`config.mk`:
```
export PLATFORM = sky130hd
export DESIGN_NAME = perceptron_feeder_flat
export DESIGN_NICKNAME = d
export VERILOG_FILES = /design/src/rtl/pfeed_pkg.sv /design/src/rtl/perceptron_feeder_if.sv /design/src/rtl/pfeed_cfg_regs.sv /design/src/rtl/perceptron_feeder.sv /design/src/flat_wrapper.sv
export SDC_FILE = /design/constraint.sdc
export NUM_CORES = 1
export LEC_CHECK = 0
export CORE_ASPECT_RATIO = 1.2
export CORE_MARGIN = 10
export CORE_UTILIZATION = 46
export CTS_BUF_LIST = sky130_fd_sc_hd__clkbuf_16
export DETAILED_ROUTE_END_ITERATION = 16
export PLACE_DENSITY = 0.82
export RECOVER_POWER = 25
export SLEW_MARGIN = 10
export SYNTH_ARGS = -nofsm -noshare
export SYNTH_HDL_FRONTEND = slang
export SYNTH_HIERARCHICAL = 1
export SYNTH_SLANG_ARGS = --single-unit
```
`constraint.sdc`:
```
create_clock -name clk -period 1.8 [get_ports clk]
set_input_delay 0.18 -clock clk [delete_from_list [all_inputs] [get_ports clk]]
set_output_delay 0.18 -clock clk [all_outputs]
set_load 0.02 [all_outputs]
```
`src/rtl/pfeed_pkg.sv`:
```
// Shared types and constants for the perceptron feeder.
// Build option: PFEED_STATS_EN adds the vector/zero-result counters.
package pfeed_pkg;

  localparam int DW_DEF = 8;

  typedef enum logic [1:0] {
    COLLECT,
    EVAL,
    HOLD
  } state_t;

  localparam int CFG_W0      = 0;
  localparam int CFG_W1      = 1;
  localparam int CFG_W2      = 2;
  localparam int CFG_W3      = 3;
  localparam int CFG_BIAS    = 4;
  localparam int CFG_THRESH  = 5;
  localparam int CFG_STATCLR = 7;

endpackage

```
`src/rtl/perceptron_feeder_if.sv`:
```
// Sample stream in and result stream out of the perceptron feeder.
// The slave modport is the feeder side; master is the environment side.
interface perceptron_feeder_if #(
  parameter int DW = 8
);

  logic          s_valid;
  logic          s_ready;
  logic [DW-1:0] s_data;
  logic          s_last;
  logic          m_valid;
  logic          m_ready;
  logic [DW-1:0] m_data;

  modport slave (
    input  s_valid, s_data, s_last, m_ready,
    output s_ready, m_valid, m_data
  );

  modport master (
    output s_valid, s_data, s_last, m_ready,
    input  s_ready, m_valid, m_data
  );

endinterface

```
`src/rtl/pfeed_cfg_regs.sv`:
```
// Weight, bias and threshold register file for the perceptron feeder.
// Writes to reserved addresses are accepted upstream and dropped here.
module pfeed_cfg_regs
  import pfeed_pkg::*;
#(
  parameter int DW     = DW_DEF,
  parameter int CFG_AW = 3
) (
  input  logic              clk,
  input  logic              rst_n,
  input  logic              we,
  input  logic [CFG_AW-1:0] addr,
  input  logic [DW-1:0]     wdata,
  output logic [DW-1:0]     w0,
  output logic [DW-1:0]     w1,
  output logic [DW-1:0]     w2,
  output logic [DW-1:0]     w3,
  output logic [DW-1:0]     bias,
  output logic [DW-1:0]     thresh
);

  logic [DW-1:0] w_q [4];
  logic [DW-1:0] bias_q;
  logic [DW-1:0] thresh_q;

  always_ff @(posedge clk or negedge rst_n) begin
    if (!rst_n) begin
      for (int i = 0; i < 4; i++) w_q[i] <= '0;
      bias_q   <= '0;
      thresh_q <= '0;
    end else if (we) begin
      unique case (1'b1)
        addr == CFG_AW'(CFG_W0):     w_q[0]   <= wdata;
        addr == CFG_AW'(CFG_W1):     w_q[1]   <= wdata;
        addr == CFG_AW'(CFG_W2):     w_q[2]   <= wdata;
        addr == CFG_AW'(CFG_W3):     w_q[3]   <= wdata;
        addr == CFG_AW'(CFG_BIAS):   bias_q   <= wdata;
        addr == CFG_AW'(CFG_THRESH): thresh_q <= wdata;
        default: ;
      endcase
    end
  end

  assign w0     = w_q[0];
  assign w1     = w_q[1];
  assign w2     = w_q[2];
  assign w3     = w_q[3];
  assign bias   = bias_q;
  assign thresh = thresh_q;

endmodule

```
`src/rtl/perceptron_feeder.sv`:
```
// Sequential front-end for the 4-input perceptron stage.
// Build option: PFEED_STATS_EN adds stat_vec_cnt / stat_zero_cnt.
module perceptron_feeder
  import pfeed_pkg::*;
#(
  parameter int DW     = DW_DEF,
  parameter int CFG_AW = 3
) (
  input  logic              clk,
  input  logic              rst_n,
  perceptron_feeder_if.slave sif,
  input  logic              cfg_we,
  input  logic [CFG_AW-1:0] cfg_addr,
  input  logic [DW-1:0]     cfg_wdata,
  output logic              cfg_ready,
  output logic [DW-1:0]     p_in0,
  output logic [DW-1:0]     p_in1,
  output logic [DW-1:0]     p_in2,
  output logic [DW-1:0]     p_in3,
  output logic [DW-1:0]     p_w0,
  output logic [DW-1:0]     p_w1,
  output logic [DW-1:0]     p_w2,
  output logic [DW-1:0]     p_w3,
  output logic [DW-1:0]     p_bias,
  output logic [DW-1:0]     p_thresh,
  input  logic [DW-1:0]     p_out,
`ifdef PFEED_STATS_EN
  output logic [15:0]       stat_vec_cnt,
  output logic [15:0]       stat_zero_cnt,
`endif
  output logic              frame_err
);

  state_t        state;
  logic [1:0]    idx;
  logic [DW-1:0] p_in_q [4];
  logic          s_ready_q;
  logic          m_valid_q;
  logic [DW-1:0] m_data_q;
  logic          cfg_wr;
  logic          beat;

  assign cfg_wr = cfg_we & cfg_ready;
  assign beat   = sif.s_valid & s_ready_q;

  pfeed_cfg_regs #(
    .DW     (DW),
    .CFG_AW (CFG_AW)
  ) u_cfg (
    .clk    (clk),
    .rst_n  (rst_n),
    .we     (cfg_wr),
    .addr   (cfg_addr),
    .wdata  (cfg_wdata),
    .w0     (p_w0),
    .w1     (p_w1),
    .w2     (p_w2),
    .w3     (p_w3),
    .bias   (p_bias),
    .thresh (p_thresh)
  );

  always_ff @(posedge clk or negedge rst_n) begin
    if (!rst_n) begin
      state     <= COLLECT;
      idx       <= '0;
      for (int i = 0; i < 4; i++) p_in_q[i] <= '0;
      s_ready_q <= 1'b1;
      cfg_ready <= 1'b1;
      m_valid_q <= 1'b0;
      m_data_q  <= '0;
      frame_err <= 1'b0;
    end else begin
      frame_err <= 1'b0;
      unique case (state)
        COLLECT: begin
          if (beat) begin
            p_in_q[idx] <= sif.s_data;
            if (idx == 2'd3) begin
              idx <= '0;
              if (sif.s_last) begin
                state     <= EVAL;
                s_ready_q <= 1'b0;
                cfg_ready <= 1'b0;
              end else begin
                frame_err <= 1'b1;
              end
            end else if (sif.s_last) begin
              idx       <= '0;
              frame_err <= 1'b1;
            end else begin
              idx <= idx + 2'd1;
            end
          end
        end
        EVAL: begin
          m_data_q  <= p_out;
          m_valid_q <= 1'b1;
          cfg_ready <= 1'b1;
          state     <= HOLD;
        end
        HOLD: begin
          if (sif.m_ready) begin
            m_valid_q <= 1'b0;
            s_ready_q <= 1'b1;
            state     <= COLLECT;
          end
        end
        default: state <= COLLECT;
      endcase
    end
  end

  assign sif.s_ready = s_ready_q;
  assign sif.m_valid = m_valid_q;
  assign sif.m_data  = m_data_q;
  assign p_in0       = p_in_q[0];
  assign p_in1       = p_in_q[1];
  assign p_in2       = p_in_q[2];
  assign p_in3       = p_in_q[3];

`ifdef PFEED_STATS_EN
  logic stat_clr;

  assign stat_clr = cfg_wr & (cfg_addr == CFG_AW'(CFG_STATCLR));

  // EVAL blocks config writes, so a clear never collides with a count
  always_ff @(posedge clk or negedge rst_n) begin
    if (!rst_n) begin
      stat_vec_cnt  <= '0;
      stat_zero_cnt <= '0;
    end else if (stat_clr) begin
      stat_vec_cnt  <= '0;
      stat_zero_cnt <= '0;
    end else if (state == EVAL) begin
      if (stat_vec_cnt != 16'hFFFF)
        stat_vec_cnt <= stat_vec_cnt + 16'd1;
      if (p_out == '0 && stat_zero_cnt != 16'hFFFF)
        stat_zero_cnt <= stat_zero_cnt + 16'd1;
    end
  end
`endif

endmodule

```
`src/flat_wrapper.sv`:
```
// flat-port wrapper written by rule: the top's interface ports become plain ports
module perceptron_feeder_flat import pfeed_pkg::*;
#(
  parameter int DW     = DW_DEF,
  parameter int CFG_AW = 3
)
  (clk, rst_n, cfg_we, cfg_addr, cfg_wdata, cfg_ready, p_in0, p_in1, p_in2, p_in3, p_w0, p_w1, p_w2, p_w3, p_bias, p_thresh, p_out, frame_err, sif_s_valid, sif_s_data, sif_s_last, sif_m_ready, sif_s_ready, sif_m_valid, sif_m_data);
  perceptron_feeder_if #(.DW(DW)) sif_i ();
  input  logic clk;
  input  logic rst_n;
  input  logic cfg_we;
  input  logic [CFG_AW-1:0] cfg_addr;
  input  logic [DW-1:0] cfg_wdata;
  output logic cfg_ready;
  output logic [DW-1:0] p_in0;
  output logic [DW-1:0] p_in1;
  output logic [DW-1:0] p_in2;
  output logic [DW-1:0] p_in3;
  output logic [DW-1:0] p_w0;
  output logic [DW-1:0] p_w1;
  output logic [DW-1:0] p_w2;
  output logic [DW-1:0] p_w3;
  output logic [DW-1:0] p_bias;
  output logic [DW-1:0] p_thresh;
  input  logic [DW-1:0] p_out;
  output logic frame_err;
  input wire logic [$bits(sif_i.s_valid)-1:0] sif_s_valid;
  input wire logic [$bits(sif_i.s_data)-1:0] sif_s_data;
  input wire logic [$bits(sif_i.s_last)-1:0] sif_s_last;
  input wire logic [$bits(sif_i.m_ready)-1:0] sif_m_ready;
  output wire logic [$bits(sif_i.s_ready)-1:0] sif_s_ready;
  output wire logic [$bits(sif_i.m_valid)-1:0] sif_m_valid;
  output wire logic [$bits(sif_i.m_data)-1:0] sif_m_data;
  assign sif_i.s_valid = sif_s_valid;
  assign sif_i.s_data = sif_s_data;
  assign sif_i.s_last = sif_s_last;
  assign sif_i.m_ready = sif_m_ready;
  assign sif_s_ready = sif_i.s_ready;
  assign sif_m_valid = sif_i.m_valid;
  assign sif_m_data = sif_i.m_data;
  perceptron_feeder #(.DW(DW), .CFG_AW(CFG_AW)) u_core (.clk(clk), .rst_n(rst_n), .sif(sif_i), .cfg_we(cfg_we), .cfg_addr(cfg_addr), .cfg_wdata(cfg_wdata), .cfg_ready(cfg_ready), .p_in0(p_in0), .p_in1(p_in1), .p_in2(p_in2), .p_in3(p_in3), .p_w0(p_w0), .p_w1(p_w1), .p_w2(p_w2), .p_w3(p_w3), .p_bias(p_bias), .p_thresh(p_thresh), .p_out(p_out), .frame_err(frame_err));
endmodule
```
==> metrics <==
clock-pin slew on the worst setup and hold paths=60 ps; register area share after synthesis=61.80%; first-pass GRT wire length=14,590 um; Total GRT Usage=14.77%; top cells by area, synth=dfrtp_1 (60%), mux2_2 (19%), mux2_4 (9.3%), ha_1 (1.6%), nand2_8 (1.5%); drt initial violations=88; Slew Limit Fails=0; final worst-path cycle share=96.33%; Pre-antenna DRT Iters=4; multi-input logic area=1466 um^2; Max Freq=576.7 MHz; DR vias/cell=4.868; final wirelength=9309 um; DP HPWL=7185 um; Worst setup EP type=register; Die Y-Extent=120.8 um; Hold Path Class=in2reg; initial antenna violation count=0; CP Max Fanout=8; CTS tree=built; H-tree Lvls=3; Worst-Skew Late Latency=330 ps; worst path required time=2010 ps; Starting Density=47.47%; Port Buffers=124; total vias in the final route=2,405; total CTS buffers=9; crit path kind=reg2reg; Top FF cell, synth=dfrtp_1; DR WL/cell=18.84 um; Clock Tree Buf Depth=2; Synthesized Nets=270; row count=36; register area=2405 um^2; area share of the largest cell type after synthesis=60.45%; Post-synth top cells=dfrtp_1 (94), mux2_2 (64), mux2_4 (24), ha_1 (5), nand2_1 (5); vias in the first global route=2,543; max-capacitance violation count=0; share of layout cells above drive strength 1=33.95%; post-synthesis async set-or-reset flop share=100.0%; CTS root buf=clkbuf_16; total clock sinks=96; P&R area growth vs syn=46.69%; pin count of the biggest net entering global routing=37; EDFF count, synth=0; Slew @ Worst Pin=874.6 ps; Mapped Cells=232; num ports=125; number of setup violations in the final report=0; total of warnings raised by yosys=6; dominant cell type by area after synthesis=dfrtp_1; number of fill cells=602; Mapped Area=3891 um^2; Inserted Diodes=0; remaining global-route overflow=0; pwr/cell area=1916 nW/um^2; skew final=4.737 ps; setup bufs post-CTS=0; P_leak=2.509 nW; core area=8198 um^2; Max VDD drop=0.9917 mV; most common cell in the netlist=dfrtp_1; Die Width=104.0 um; Overall Power=10.94 mW; Yosys reg bits=96; relative slew slack=41.69%; Worst Hold Slack=460.2 ps; Avg Cell Area, Syn=16.77 um^2; Nets=414; Hold Fails Final Rpt=0; Final Wtd Congestion=0.7940; DRC viols=0; CP arrival=1950 ps; synth unique cells=27; run status=finished, final reports clean; DRT antenna net count=0; startpoint types=register; Min Clock Period, post-route=1734 ps; die area=12,550 um^2
## cells by family after synthesis
logic type	after synthesis	share of synthesized area, %
buffers and inverters	10	1.479
flip-flops	96	61.80
AO/OA/AOI/OAI	7	0.9969
XOR/XNOR	1	0.2251
multiplexers	88	27.78
adder cells (fa/ha/maj)	5	1.608
AND/OR/NAND/NOR	25	6.110
## metrics by stage
stage | instances | TNS [ps] | setup slack (ps) | area, um^2 | utilization, %
floorplan | 232 | 0 | 98.57 | 3891 | -
detailed placement | 478 | -962.0 | -84.56 | 5391 | 65.77
global route | 494 | -28.81 | -8.103 | 5708 | 69.63
finish | 494 | 0 | 66.12 | 5708 | 69.63
global placement | 478 | -162.8 | -24.00 | 5391 | 65.77
CTS | 494 | 0 | 18.08 | 5713 | 69.69
## per-layer routing
metal / wire length (um) / vias to the layer above / GRT usage [%] / share of wire (%)
met3: 594 / 8 / 5.420 / 6.4
met1: 3903 / 1199 / 17.17 / 42
met4: 78 / 0 / 4.704 / 0.84
li1: - / 1118 / - / -
met5: 0 / - / 0 / 0
met2: 4732 / 80 / 24.92 / 51
## placed cells by master (no fill, tap or decap), types with 2 or more instances in the layout
cell type / count
buf_12: 2
nor4b_4: 2
dfrtp_1: 94
ha_1: 5
bufinv_16: 2
and2_2: 2
mux2_2: 64
clkinv_2: 2
inv_1: 6
nand4b_1: 2
nand2_1: 5
o21ai_0: 4
clkdlybuf4s50_1: 123
buf_4: 9
clkbuf_16: 9
nor4bb_4: 2
dfstp_2: 2
mux2_4: 24
nand2_8: 3
nor2_1: 3
## power breakdown
part	internal, mW	switching (mW)	leakage (nW)
logic	2.85	2.38	1.19
clock network	1.19	0.750	0.158
registers	3.20	0.565	1.16
total	7.24	3.69	2.51
## worst max-delay path, stage by stage (launching register included)
cell	delay (ps)
dfstp_2	550
and2_2	190
nor4bb_2	300
buf_4	230
mux2_2	350
## final cells by class
| class | count | share of cell area (%) |
|---|---|---|
| multi-input cells | 126 | 25.69 |
| inverters | 4 | 0.2630 |
| clock buffers | 9 | 3.946 |
| clock inverters | 6 | 1.359 |
| well taps | 114 | 2.499 |
| flip-flops and latches | 96 | 42.13 |
| repair buffers | 139 | 24.11 |
## flip-flops by register name, summed over array words and instances, names as in the netlist, 2 cells and up
| signal | count |
|---|---|
| u_core/state | 2 |
| u_core/u_cfg/w2 | 8 |
| u_core/u_cfg/w1 | 8 |
| u_core/idx | 2 |
| u_core/u_cfg/w3 | 8 |
| u_core/p_in0 | 8 |
| u_core/u_cfg/thresh | 8 |
| u_core/u_cfg/w0 | 8 |
| u_core/p_in3 | 8 |
| u_core/p_in2 | 8 |
| u_core/sif.m_data | 8 |
| u_core/u_cfg/bias | 8 |
| u_core/p_in1 | 8 |
## what timing repair did
| action | in CTS | in global routing |
|---|---|---|
| endpoints found under the setup margin | 7 | 26 |
| resized for setup | 1 | 3 |
| hold buffers | 1 | 0 |
| hold endpoints to repair | 31 | 0 |
## path summary, 6_finish.rpt
path,start,end,slack (ps),depth (start not counted)
worst min register to register,u_core/cfg_ready,u_core/cfg_ready,500,2
worst max-delay path,u_core/cfg_ready,u_core/u_cfg/w2[3],70,4
worst min-delay path,p_out[3],u_core/sif.m_data[3],460,2
max in group asynchronous,rst_n,u_core/p_in2[1],330,3
worst max register to register,u_core/cfg_ready,u_core/u_cfg/w2[3],70,4
min in group asynchronous,rst_n,u_core/u_cfg/thresh[2],510,2
Note: power is estimated with default switching activity, not from simulation.
